==> src/rtl/lsu_pkg.sv <==
// lsu_pkg: shared types and lane extract/merge helpers for the load/store unit.
//   lsu_size_e  : request size encoding (11 is treated as WORD by callers)
//   lsu_state_e : controller states
//   lsu_extract : pick and sign/zero-extend a byte/half/word from a memory word
//   lsu_merge   : splice the store lane of wdata into a memory word
package lsu_pkg;
    typedef enum logic [1:0] {BYTE = 2'b00, HALF = 2'b01, WORD = 2'b10} lsu_size_e;
    typedef enum logic [2:0] {IDLE, LD, RMW_RD, ST_WR, RESP} lsu_state_e;
    // bit offset of the addressed lane; halves only look at off[1]
    function automatic logic [4:0] lsu_shift(logic [1:0] off, logic [1:0] size);
        return size[1] ? 5'd0 : (size == HALF) ? {off[1], 4'b0000} : {off, 3'b000};
    endfunction
    function automatic logic [31:0] lsu_extract(logic [31:0] word, logic [1:0] off, logic [1:0] size, logic uns);
        logic [31:0] v;
        v = word >> lsu_shift(off, size);
        return size[1] ? word :
               (size == HALF) ? {{16{~uns & v[15]}}, v[15:0]} : {{24{~uns & v[7]}}, v[7:0]};
    endfunction
    function automatic logic [31:0] lsu_merge(logic [31:0] word, logic [31:0] wdata, logic [1:0] off, logic [1:0] size);
        logic [4:0]  sh;
        logic [31:0] m;
        sh = lsu_shift(off, size);
        m  = (size[1] ? 32'hFFFF_FFFF : (size == HALF) ? 32'h0000_FFFF : 32'h0000_00FF) << sh;
        return (word & ~m) | ((wdata << sh) & m);
    endfunction
endpackage

==> src/rtl/lsu_byte_lane.sv <==
// lsu_byte_lane: combinational load-extract / store-merge datapath.
//   i_rdata    : word read from data memory
//   i_wdata    : right-aligned store data
//   i_off      : byte address offset addr[1:0]
//   i_size     : access size (00 byte, 01 half, 1x word)
//   i_unsigned : zero-extend loads
//   o_ext      : extended load result
//   o_merged   : i_rdata with the store lane replaced
module lsu_byte_lane
    import lsu_pkg::*;
(
    input  logic [31:0] i_rdata,
    input  logic [31:0] i_wdata,
    input  logic [1:0]  i_off,
    input  logic [1:0]  i_size,
    input  logic        i_unsigned,
    output logic [31:0] o_ext,
    output logic [31:0] o_merged
);
    assign o_ext    = lsu_extract(i_rdata, i_off, i_size, i_unsigned);
    assign o_merged = lsu_merge(i_rdata, i_wdata, i_off, i_size);
endmodule

==> src/rtl/lsu_dmem_ctrl.sv <==
// lsu_dmem_ctrl: load/store unit between the memory stage and a word-only data memory.
//   core side : req_valid/req_ready handshake, req_we, req_size, req_unsigned,
//               req_addr, req_wdata; one-cycle resp_valid with resp_rdata/resp_err
//   memory    : dmem_MemRead, dmem_MemWrite, dmem_addr (word aligned), dmem_wdata,
//               dmem_rdata (combinational read data)
//   Sub-word stores are done as read-modify-write of the whole word.
//   Define LSU_MISALIGN_TRAP_EN to reject misaligned half/word accesses with resp_err.
module lsu_dmem_ctrl
    import lsu_pkg::*;
#(
    parameter int ADDR_W = 32
) (
    input  logic              clk,
    input  logic              rst,
    input  logic              req_valid,
    output logic              req_ready,
    input  logic              req_we,
    input  logic [1:0]        req_size,
    input  logic              req_unsigned,
    input  logic [ADDR_W-1:0] req_addr,
    input  logic [31:0]       req_wdata,
    output logic              resp_valid,
    output logic [31:0]       resp_rdata,
    output logic              resp_err,
    output logic              dmem_MemRead,
    output logic              dmem_MemWrite,
    output logic [ADDR_W-1:0] dmem_addr,
    output logic [31:0]       dmem_wdata,
    input  logic [31:0]       dmem_rdata
);
    lsu_state_e        r_state, w_next;
    logic [1:0]        r_size;
    logic              r_uns;
    logic [ADDR_W-1:0] r_addr;
    logic [31:0]       r_wbuf, r_result, w_ext, w_merged;
    logic              w_accept, w_misalign;

    assign w_accept = req_valid && req_ready;

`ifdef LSU_MISALIGN_TRAP_EN
    logic r_err;
    assign w_misalign = (req_size == HALF && req_addr[0]) || (req_size[1] && req_addr[1:0] != 2'b00);
    assign resp_err   = (r_state == RESP) && r_err;
    always_ff @(posedge clk or posedge rst) begin
        if (rst) r_err <= 1'b0;
        else if (w_accept) r_err <= w_misalign;
    end
`else
    assign w_misalign = 1'b0;
    assign resp_err   = 1'b0;
`endif

    lsu_byte_lane u_lane (
        .i_rdata   (dmem_rdata),
        .i_wdata   (r_wbuf),
        .i_off     (r_addr[1:0]),
        .i_size    (r_size),
        .i_unsigned(r_uns),
        .o_ext     (w_ext),
        .o_merged  (w_merged)
    );

    always_ff @(posedge clk or posedge rst) begin
        if (rst) r_state <= IDLE;
        else r_state <= w_next;
    end

    always_comb begin
        w_next = r_state;
        case (r_state)
            IDLE:      if (w_accept) w_next = w_misalign ? RESP : !req_we ? LD : req_size[1] ? ST_WR : RMW_RD;
            LD, ST_WR: w_next = RESP;
            RMW_RD:    w_next = ST_WR;
            default:   w_next = IDLE;
        endcase
    end

    always_comb begin
        req_ready     = (r_state == IDLE) && !rst;
        dmem_MemRead  = (r_state == LD) || (r_state == RMW_RD);
        dmem_MemWrite = (r_state == ST_WR);
        dmem_addr     = (dmem_MemRead || dmem_MemWrite) ? {r_addr[ADDR_W-1:2], 2'b00} : '0;
        dmem_wdata    = dmem_MemWrite ? r_wbuf : '0;
        resp_valid    = (r_state == RESP);
        resp_rdata    = resp_valid ? r_result : '0;
    end

    // r_wbuf holds the store data from accept, then the merged word after the RMW read
    always_ff @(posedge clk or posedge rst) begin
        if (rst) begin
            r_size   <= '0;
            r_uns    <= 1'b0;
            r_addr   <= '0;
            r_wbuf   <= '0;
            r_result <= '0;
        end else if (w_accept) begin
            r_size   <= req_size;
            r_uns    <= req_unsigned;
            r_addr   <= req_addr;
            r_wbuf   <= req_wdata;
            r_result <= '0;
        end else if (r_state == LD) begin
            r_result <= w_ext;
        end else if (r_state == RMW_RD) begin
            r_wbuf <= w_merged;
        end
    end
endmodule
==> config.mk <==
export PLATFORM = sky130hd
export DESIGN_NAME = lsu_dmem_ctrl
export DESIGN_NICKNAME = d
export VERILOG_FILES = /design/src/rtl/lsu_pkg.sv /design/src/rtl/lsu_byte_lane.sv /design/src/rtl/lsu_dmem_ctrl.sv
export SDC_FILE = /design/constraint.sdc
export NUM_CORES = 1
export LEC_CHECK = 0
export ABC_AREA = 1
export BUFFER_PORTS_ARGS = -buffer_cell sky130_fd_sc_hd__buf_2
export CAP_MARGIN = 20
export CORE_MARGIN = 2
export CORE_UTILIZATION = 35
export CTS_CLUSTER_DIAMETER = 30
export DETAILED_ROUTE_END_ITERATION = 8
export PLACE_DENSITY = 0.6
export SETUP_SLACK_MARGIN = 0.1
export SYNTH_ARGS = -nofsm -noshare
export SYNTH_HDL_FRONTEND = slang
export SYNTH_SLANG_ARGS = --single-unit
==> constraint.sdc <==
create_clock -name clk -period 3.6 [get_ports clk]
set_input_delay 0.36 -clock clk [delete_from_list [all_inputs] [get_ports clk]]
set_output_delay 0.36 -clock clk [all_outputs]
set_load 0.01 [all_outputs]
== After elaboration in Yosys (flattened, before gate mapping) ==
Index checks and enable logic that the tools add are counted.
Storage, ports and cells
  register bits: 102
  input port bits: 103
  output and inout bits: 101
  logic and storage cells: 51
Cells by class
  eq/ne operators: 7
  shift operators: 3
  muxes and demuxes: 18
  bitwise gates (word level): 7
  reductions and logical operators: 10
Operators by type and width (count)
  $mux W32: 11
  $and A32 B32 Y32: 2
  $shl A32 B5 Y32: 2
  $not A32 Y32: 1
  $or A32 B32 Y32: 1
  $shr A32 B5 Y16: 1
  $mux W16: 1
  $pmux W3 S3: 1
  $eq A3 B2 Y1 const B: 2
  $mux W5: 1
  $mux W4: 1
  $ne A2 B2 Y1 const B: 2
  $reduce_bool A2 Y1: 2
  $eq A3 B1 Y1 const B: 1
  $eq A3 B3 Y1 const B: 1
  $logic_not A3 Y1: 1
  $mux W3: 1
  $and A1 B1 Y1: 2
  $eq A2 B1 Y1 const B: 1
  $logic_and A1 B1 Y1: 2
  $logic_or A1 B1 Y1: 2
  $mux W2: 1
  $reduce_and A2 Y1: 1
  $reduce_or A2 Y1: 1
  other kinds (3): 3

== Logic depth before layout (Yosys ltp) ==
  depth in word-level cells: 10
  depth in mapped cells: 11
  mapped depth without buffers: 9

== Modules after synthesis ==
Synthesis repeated with hierarchy kept, for this count alone.
Unflattened totals
  cell total of the unflattened synthesis: 985
  area, all modules: 6562.5 um^2
By module, submodules not included
  lsu_dmem_ctrl: times used 1, cells an instance 629, area each 4844.6 um^2, sequential area each 2552.4 um^2
  lsu_byte_lane: times used 1, cells an instance 356, area each 1717.9 um^2, sequential area each 0.0 um^2

== Least setup slack after synthesis ==
OpenSTA, ideal clock, no wires.
  path kind: input to register
  from: input rst
  to: register (tool-made name)
  setup time: 0.116 ns
  arrival time: 3.706 ns
  required time: 3.484 ns
  path slack: -0.223 ns
  stages: 8
  buffers on the path: 2
  cell sequence: inv_1 nand4_2 buf_2 buf_2 o21ai_0 inv_1 nand2_1 nand2_1
RTL lines
  start: declaration: RTL line lsu_dmem_ctrl.sv:14  | input logic rst,

== Worst setup path after layout ==
  from: register r_state[2]
  to: output dmem_wdata[4]
On the way
  longest elaborated chain between the ends: 2
RTL lines
  start: declaration: RTL line lsu_dmem_ctrl.sv:31  | lsu_state_e r_state, w_next;
  start signal: assignment: RTL line lsu_dmem_ctrl.sv:65  | else r_state <= w_next;
  $eq A3 B2 Y1: RTL line lsu_dmem_ctrl.sv:81  | dmem_MemWrite = (r_state == ST_WR);
  $mux W32: RTL line lsu_dmem_ctrl.sv:83  | dmem_wdata = dmem_MemWrite ? r_wbuf : '0;
  end: declaration: RTL line lsu_dmem_ctrl.sv:28  | output logic [31:0] dmem_wdata,
Every way passes these cells.

==> run summary <==
• **Crit Reg-Reg Endpoint** r_result[14]
• **global placer's final weighted congestion** 0.880
• **worst path arrival time** 2240 ps
• **Die Area** 18300 um^2
• **first-pass GRT wire length** 31.0 mm
• **post-route ant nets** 0
• **initial cell density of the core** 35.3%
• **maximum number of pins on one net before global-route repair** 73
• **outcome** finished clean
• **area grow syn2layout** 23.5%
• **latest clock arrival within the worst-skew pair** 360 ps
• **final routed wirelength across all metal layers** 20.2 mm
• **vias in the first global route** 5772
• **setup repair after global routing missed its margin** no
• **highest clock rate** 384 MHz
• **M1 GR Usage** 28.2%
• **count of distinct cell types in the synthesized netlist** 28
• **PortBufs** 200
• **Net Sw Power** 3.09 mW
• **average vias per placed instance** 4.88
• **total DRC errors in the routed layout** 0
• **Reg power frac** 30.4%
• **Syn Inst Count** 907
• **required time reported for the critical path endpoint** 3240 ps
• **proportion of layout cells with a drive suffix above 1** 23.2%
• **cell types with the largest area share after synthesis** sky130_fd_sc_hd__dfrtp_1 (42%), sky130_fd_sc_hd__nand2_1 (12%), sky130_fd_sc_hd__nor2_1 (10%), sky130_fd_sc_hd__inv_1 (7.8%), sky130_fd_sc_hd__o21ai_0 (7.2%)
• **post-synthesis cell type with the largest combined area** sky130_fd_sc_hd__dfrtp_1
• **startpoint type of the worst setup path** flop
• **logic depth of the worst register-to-register path** 9
• **hold_buf cts** 0
• **flop and latch count out of synthesis** 102
• **count of buffers added by post-CTS timing repair for setup** 0
• **kind of critical path** reg -> out
• **worst-case register-to-register setup slack** 1040 ps
• **GRT busiest layer** met2
• **clk root buf** sky130_fd_sc_hd__clkbuf_16
• **number of vias in the routed layout** 6382
• **post-route setup TNS** 0 ps
• **H-tree lvl count** 3
• **switching power as a share of total power** 48.7%
• **maximum net fanout on the critical path** 32
• **core region area** 17100 um^2
• **number of search-and-repair iterations in the first detailed-routing pass** 8
• **netlist area before placement** 6050 um^2
• **Final setup viols** 0
• **relative slew slack** 36.2%
• **worst clock skew** 9.57 ps
• **destination of the critical timing path** dmem_wdata[4]
• **number of max-cap violations** 0
• **Worst Max-Slew Pin Slew** 957 ps
• **cell count after placement** 1290
• **height of the die** 135 um
• **boundary pin count** 204
• **total half-perimeter wirelength after legalization and detailed placement** 14.9 mm
• **min cycle time layout** 2600 ps
• **Post-Route Utilization** 43.6%
• **Clock power frac** 15.5%
• **standby leakage power** 4.25 nW
• **pwr/cell area** 849 nW/um^2
• **critical path startpoint** r_state[2]
• **combinational share of power** 54.1%
• **peak ir drop on the vdd network** 354 uV
• **overall routing resource usage** 21.7%
• **global routing usage on met2** 35.6%
• **sequential area share after synthesis** 42.2%
• **met3 usage in global routing** 6.55%
• **final count of pins violating max slew** 0
• **clock net sink count** 102
• **starting DRC count in detailed routing** 550
• **internal power** 3.26 mW
• **Site Rows** 48
• **count of filler cells inserted in the layout** 1839
• **Routed wire per std cell** 15.5 um
• **CTS clock-pin slew for the worst setup and hold paths** 80 ps
• **number of buffers created by CTS** 9
• **number of antenna violations at the first check in global routing** 3
• **final-layout worst hold slack** 119 ps
• **commonest non-fill, non-tap cell in the layout** sky130_fd_sc_hd__nand2_1
• **final instance count without filler cells** 1309
• **total power** 6.34 mW
• **number of cells upsized or downsized after cts** 0
• **Hold Fails Final Rpt** 0
• **Synthesis Warnings** 0
• **TritonCTS clock tree** built
• **# nets final** 1180
• **number of buffers on the longest clock path** 2
• **overflow left after global routing** 0
• **fin crit share** 72.2%
• **kind of end point of the critical path** output port
• **fraction of post-synthesis cell area in the top cell type by area** 42.2%
• **Reg2Reg Launch Point** r_size[1]
• **commonest cells after routing, fill and taps aside** sky130_fd_sc_hd__nand2_1 (201), sky130_fd_sc_hd__buf_2 (200), sky130_fd_sc_hd__nor2_1 (168)
• **horizontal die dimension** 135 um
• **class of the worst hold path** in -> async
• **synthesized area per cell** 6.67 um^2
[worst max-delay path: stages (launching register included)]
cell,delay (ps)
sky130_fd_sc_hd__dfrtp_1,430
sky130_fd_sc_hd__nor3_1,460
sky130_fd_sc_hd__inv_1,540
sky130_fd_sc_hd__nor2_1,270
sky130_fd_sc_hd__buf_2,170
[metrics by stage]
step,area (um^2),setup WS [ps]
global placement,7150,1200
finish,7470,999
floorplan,6060,575
CTS,7440,961
global route,7470,790
detailed placement,7150,1130
[cells by family after synthesis]
group                  Yosys count  synth area share, %
AND/OR/NAND/NOR                456                 30.5
other                            1               0.0620
flip-flops                     102                 42.2
AO/OA/AOI/OAI                  160                 14.2
buffers and inverters          188                 13.0
[cells in the mapped netlist]
library cell,count
sky130_fd_sc_hd__nand3_1,67
sky130_fd_sc_hd__clkbuf_1,13
sky130_fd_sc_hd__o21ai_0,87
sky130_fd_sc_hd__a21oi_2,1
sky130_fd_sc_hd__dfrtp_1,102
sky130_fd_sc_hd__buf_2,30
sky130_fd_sc_hd__nand4_1,7
sky130_fd_sc_hd__buf_6,1
sky130_fd_sc_hd__buf_1,1
sky130_fd_sc_hd__a311oi_1,1
sky130_fd_sc_hd__o21ai_2,1
sky130_fd_sc_hd__nor3_1,2
sky130_fd_sc_hd__a21oi_1,41
sky130_fd_sc_hd__o21ai_1,8
sky130_fd_sc_hd__o211ai_1,8
sky130_fd_sc_hd__nand4_2,1
sky130_fd_sc_hd__inv_1,125
sky130_fd_sc_hd__buf_4,9
sky130_fd_sc_hd__nand2_1,201
sky130_fd_sc_hd__inv_2,9
sky130_fd_sc_hd__o21a_1,1
sky130_fd_sc_hd__nor2_2,4
sky130_fd_sc_hd__nor2_1,169
sky130_fd_sc_hd__a31oi_1,4
sky130_fd_sc_hd__nand2_2,5
sky130_fd_sc_hd__a21oi_4,1
sky130_fd_sc_hd__o22ai_1,7
sky130_fd_sc_hd__conb_1,1
[power by group through the flow]
stage,logic (mW),clock network (mW),registers (mW)
4_1_cts,3.39,1.00,1.93
2_1_floorplan,2.52,0,1.87
3_3_place_gp,3.35,0,1.94
5_1_grt,3.87,1.05,1.99
3_5_place_dp,3.38,0,1.95
6_report,3.43,0.986,1.93
[cell type report]
cell class / instances / area (um^2) / share of cell area, %
Multi-Input combinational cell: 619 / 2720 / 36.4
Sequential cell: 102 / 2550 / 34.2
Timing Repair Buffer: 211 / 1120 / 14.9
Inverter: 134 / 507 / 6.78
Tap cell: 225 / 282 / 3.77
Clock buffer: 9 / 225 / 3.01
Clock inverter: 7 / 63.8 / 0.854
Antenna cell: 2 / 5.00 / 0.0670
[worst min-delay path by stage]
stage                       endpoint  startpoint  cells after the start
after global routing      r_addr[21]         rst                      3
after CTS                 r_addr[21]         rst                      3
after detailed placement        flop        flop                      2
after global placement          flop        flop                      2
after floorplan                 flop        flop                      2
final                     r_addr[21]         rst                      3
[routing by layer]
metal | share of wire (%) | routed length, um
met1 | 42 | 8560
met2 | 46 | 9370
met3 | 9.4 | 1900
met4 | 1.9 | 386
met5 | 0.064 | 13
No activity file was read; power rests on OpenSTA's default activity.
